### config.mk
export PLATFORM = sky130hd
export DESIGN_NAME = tdm_demux2
export DESIGN_NICKNAME = d
export VERILOG_FILES = /design/src/rtl/tdm_demux2.sv
export SDC_FILE = /design/constraint.sdc
export NUM_CORES = 1
export LEC_CHECK = 0
export CAP_MARGIN = 5
export CORE_ASPECT_RATIO = 1.2
export CORE_MARGIN = 2
export CORE_UTILIZATION = 45
export CTS_CLUSTER_DIAMETER = 200
export DETAILED_ROUTE_END_ITERATION = 10
export GPL_TIMING_DRIVEN = 0
export HOLD_SLACK_MARGIN = 0.05
export PLACE_DENSITY_LB_ADDON = 0.12
export SLEW_MARGIN = 30
export SYNTH_ARGS = -nofsm -noshare
export SYNTH_HDL_FRONTEND = slang
export SYNTH_SLANG_ARGS = --single-unit
### constraint.sdc
create_clock -name clk -period 1.6 [get_ports clk]
set_clock_uncertainty 0.15 [all_clocks]
set_input_delay 0.16 -clock clk [delete_from_list [all_inputs] [get_ports clk]]
set_output_delay 0.16 -clock clk [all_outputs]
set_load 0.03 [all_outputs]
### src/rtl/tdm_demux2.sv
// tdm_demux2: two-channel serial TDM demultiplexer.
// Slots alternate A/B, MSB first. A frame starts on sync with din_valid,
// and a sync arriving mid-frame discards the partial frame with an abort pulse.
// Optional feature: define TDM_PARITY_CHECK_EN to add a trailing even-parity
// slot. A frame whose parity fails leaves a_out/b_out unchanged and pulses par_err.
module tdm_demux2 #(
  parameter int WIDTH = 4
) (
  input  logic             clk,
  input  logic             rst,
  input  logic             din,
  input  logic             din_valid,
  input  logic             sync,
  output logic [WIDTH-1:0] a_out,
  output logic [WIDTH-1:0] b_out,
  output logic             out_valid,
  output logic             abort,
  output logic             par_err
);

  localparam int SLOTS = 2 * WIDTH;
  localparam int CW    = $clog2(SLOTS + 1);
  localparam logic [CW-1:0] LAST_SLOT = CW'(SLOTS - 1);

`ifdef TDM_PARITY_CHECK_EN
  typedef enum logic [1:0] {IDLE, RECV, PAR} state_t;
`else
  typedef enum logic [1:0] {IDLE, RECV} state_t;
`endif

  state_t          state;
  logic [CW-1:0]   cnt;
  logic [WIDTH-1:0] a_sh, b_sh;
  logic [WIDTH-1:0] a_shift, b_shift;

  // Next value of each channel shift register if the current slot lands in it
  always_comb begin
    a_shift = (a_sh << 1) | WIDTH'(din);
    b_shift = (b_sh << 1) | WIDTH'(din);
  end

`ifndef TDM_PARITY_CHECK_EN
  assign par_err = 1'b0;
`endif

  // Frame FSM: slot capture, resync handling and registered output words/pulses
  always_ff @(posedge clk) begin
    if (rst) begin
      state     <= IDLE;
      cnt       <= '0;
      a_sh      <= '0;
      b_sh      <= '0;
      a_out     <= '0;
      b_out     <= '0;
      out_valid <= 1'b0;
      abort     <= 1'b0;
`ifdef TDM_PARITY_CHECK_EN
      par_err   <= 1'b0;
`endif
    end else begin
      out_valid <= 1'b0;
      abort     <= 1'b0;
`ifdef TDM_PARITY_CHECK_EN
      par_err   <= 1'b0;
`endif
      if (din_valid) begin
        if (sync) begin
          // sync always restarts at slot 0; anything in flight is discarded
          abort <= (state != IDLE);
          a_sh  <= WIDTH'(din);
          b_sh  <= '0;
          cnt   <= CW'(1);
          state <= RECV;
        end else begin
          case (state)
            IDLE: ;
            RECV: begin
              if (!cnt[0]) a_sh <= a_shift;
              else         b_sh <= b_shift;
              if (cnt == LAST_SLOT) begin
                cnt <= '0;
`ifdef TDM_PARITY_CHECK_EN
                state <= PAR;
`else
                a_out     <= a_sh;
                b_out     <= b_shift;
                out_valid <= 1'b1;
                state     <= IDLE;
`endif
              end else begin
                cnt <= cnt + 1'b1;
              end
            end
`ifdef TDM_PARITY_CHECK_EN
            PAR: begin
              // Even parity: the parity bit equals the XOR of all data bits
              if ((^{a_sh, b_sh}) == din) begin
                a_out     <= a_sh;
                b_out     <= b_sh;
                out_valid <= 1'b1;
              end else begin
                par_err <= 1'b1;
              end
              state <= IDLE;
            end
`endif
            default: state <= IDLE;
          endcase
        end
      end
    end
  end

endmodule

==> metrics.md, run 1 <==
| Metric | Value |
|---|---|
| Status | `complete, no violations` |
| Fin. Hold Viols | `0` |
| Root Driver | `clkbuf_4` |
| GRT Util Overall | `0.1774` |
| CP arrival | `between 1500 and 2000 ps` |
| Final Cycle Share | `0.9574` |
| Initial antenna violation count | `0` |
| Die Wd | `approximately 45 microns` |
| Cell Rows | `17` |
| Worst-path fanout max | `5` |
| Main combinational cell family by area after synthesis | `simple AND/OR/NAND/NOR gates` |
| Syn nets | `around 100` |
| Cell variety after synth | `33` |
| Number of global-route vias before repair | `702` |
| Pins Over Slew Limit | `0` |
| Total Wirelength | `1.885 mm` |
| Crit Path Class | `reg -> reg` |
| Layout area overhead | `23.59%` |
| Post-Syn Instances | `95` |
| Clk pin slew, worst setup/hold paths | `between 100 and 150 ps` |
| Worst-case vdd ir drop | `roughly 0.64 mV` |
| Core area | `between 1500 and 2000 sq um` |
| First-pass GRT wire length | `around 3.2 mm` |
| Critical Path End | `cnt[0]` |
| Die Footprint | `between 2000 and 2500 sq um` |
| Avg WL per Cell | `14.17 microns` |
| Initial DRC Count | `16` |
| Setup violators final | `0` |
| Mux contribution to synthesized area | `0.09877` |
| GPL Wtd Cong | `just under 0.8` |
| CP Launch Type | `flop` |
| Most frequent cells in the layout | `20 x dfxtp_1, 18 x nand2_1, 10 x dlygate4sd2_1` |
| DR vias | `roughly 750` |
| Router iterations before antenna repair | `4` |
| Total grt overflow | `0` |
| Biggest area consumer among synthesized cells | `dfxtp_1` |
| CP max stage delay | `around 380 ps` |
| Share of layout cells above drive strength 1 | `0.1667` |
| Drc violations | `0` |
| RSZ-0062 raised after global routing | `false` |
| Antenna-violating nets left | `0` |
| Hold WC Path Type | `reg -> reg` |
| Die height | `between 50 and 60 microns` |
| ANT cells | `0` |
| Synth Warn # | `0` |
| Sink Count | `22` |
| Hold Slack | `between 300 and 400 ps` |
| Worst reg2reg setup slack | `70 ps` |
| Buf/Inv on CP | `0` |
| Lkg Pwr | `between 0.4 and 0.5 nW` |
| Top Family by Delay on Critical Path | `simple AND/OR/NAND/NOR gates` |
| Register area share after synthesis | `0.4829` |
| Complex-gate fraction of the synthesized area | `0.1235` |
| CTS tree | `built` |
| Top area cells in the synthesized netlist | `dfxtp_1 48%, mux2i_1 9.9%, nand2_1 7.4%, o22ai_1 4.1%, buf_4 2.5%` |
| Synth Cell Area | `912.1 sq um` |
| Power Dens Cells | `between 700 and 800 nW/um^2` |
| CP max stage cell | `dfxtp_4` |
| Most common cell after layout, fill and taps aside | `dfxtp_1` |
| Adder-cell area share of the yosys netlist | `0.01372` |
| CP required | `approximately 1700 ps` |
| Syn_area_per_cell | `roughly 9.6 sq um` |
| Final HPWL DP | `1.234 mm` |
| Reg-to-Reg Start | `cnt[0]` |
| Input/output buffers | `12` |
| TritonCTS buffer count | `3` |
| Hold_sp | `b_out[1]` |
| Initial Utilization | `0.4873` |
| Synth top area share | `0.4829` |
| Critical Path End Type | `flop` |
| Clk buf depth | `2` |
| Simple-Gate Fraction of Synth Area | `0.2277` |
| Via/cell ratio | `approximately 5.7` |
| Seq cells post-synth | `22` |
| Max_cap viols | `0` |
| Largest net degree at the start of global routing | `12` |
| I/O Pins | `16` |
| Reg2reg end | `cnt[0]` |
| Max Clock Freq | `0.6528 GHz` |
| Final #Nets | `around 120` |
| CP startpoint | `cnt[0]` |
| Fillers | `between 150 and 200` |
| Final min period | `approximately 1500 ps` |
| R2R cell count | `4` |
| Synth Area in XOR/XNOR | `0` |
| Skew-Pair Late Insertion Delay | `around 300 ps` |
| Final TNS setup | `0 ps` |
| Worst-path cell chain | `ha_4 > and3b_2 > or3_1 > a31oi_1` |
| Critical Path Stages | `4` |
| H-tree depth | `1` |
## worst min-delay path by stage
stage / to / depth (start not counted)
after CTS: b_out[1] / 2
after global routing: b_out[3] / 2
final: b_out[1] / 2
after floorplan: abort / 2
after detailed placement: cnt[2] / 2
after global placement: cnt[2] / 2
## flip-flops by register name (all words and copies together), names as in the netlist
name / count
b_sh: 3
out_valid: 1
abort: 1
a_out: 4
a_sh: 4
cnt: 4
b_out: 4
state: 1
## kinds of logic (layout without fill, tap and decap cells)
logic type | after synthesis | after routing
muxes | 9 | 9
other | 1 | 1
and+or+nand+nor | 37 | 37
DFF | 22 | 22
AOI/OAI and AO/OA | 17 | 17
buffers and inverters | 8 | 27
adders and majority gates | 1 | 1
## cell usage after synthesis
master	instances
a31oi_1	3
a21oi_1	2
ha_1	1
dfxtp_1	22
nor2_1	2
a211o_1	1
mux2i_1	9
o2111ai_1	1
buf_4	3
clkbuf_2	1
nand4b_1	1
or3_1	1
buf_2	2
nand2_1	18
o21ai_0	1
nand2_4	1
nand2b_1	1
nor4b_1	1
o31ai_1	1
nand2_2	1
nand3b_1	1
and3b_2	1
and4_2	1
conb_1	1
nor2b_1	3
nand4_2	1
a311oi_1	1
o22ai_1	6
nor3b_1	1
clkinv_1	1
o21a_1	1
nand4_1	3
inv_1	1
## tightest hold or removal path, cell delays in order (launching register included)
cell and delay, ps:
dfxtp_1 330, nand2_1 50, mux2i_1 50
## area by class of cell
type                    count  area, sq um  area share
plain buffers               6        37.54     0.03330
clock buffers               3        22.52     0.01998
inverters                   2        7.507    0.006659
multi-input cells          65        447.9      0.3973
flip-flops and latches     22        445.4      0.3951
well taps                  19        23.77     0.02109
repair buffers             16        142.6      0.1265
## per-stage QoR
stage               power (mW)  worst slack (ps)  instance area, sq um  utilization  std cells
floorplan               0.6231             93.54                 912.1            -         95
CTS                     0.8904             14.41                  1101       0.5882        131
detailed placement      0.6442            -146.6                  1056       0.5642        126
finish                  0.8877             68.24                  1127       0.6023        133
global placement        0.6436            -95.18                  1056       0.5642        126
global route            0.9293             12.22                  1127       0.6023        133
## power by group
group | internal [mW] | total [mW] | switching (mW)
logic | 0.0357 | 0.0853 | 0.0497
clock network | 0.0878 | 0.241 | 0.153
registers | 0.554 | 0.561 | 0.00743
total | 0.677 | 0.888 | 0.210
## metal layers
layer / routed length [microns] / vias up / track usage
met3: 65 / 6 / 0.02048
met4: 40 / 0 / 0.08824
met5: 0 / - / 0
li1: - / 380 / -
met2: 926 / 17 / 0.2810
met1: 853 / 350 / 0.2333
## what timing repair did
action	in CTS	in global routing
hold buffers	2	0
buffers inserted	0	2
resized for setup	14	2
pin swaps	1	1
endpoints found under the hold margin	7	0
setup endpoints to repair	20	9
(Power assumes the default switching activity.)
==> run 2: changes to the inputs <==
- CAP_MARGIN: 5 -> default
- HOLD_SLACK_MARGIN: 0.05 -> 0.12
==> results of run 2 <==
Final layout, timing and power as in run 1 (identical DEF).
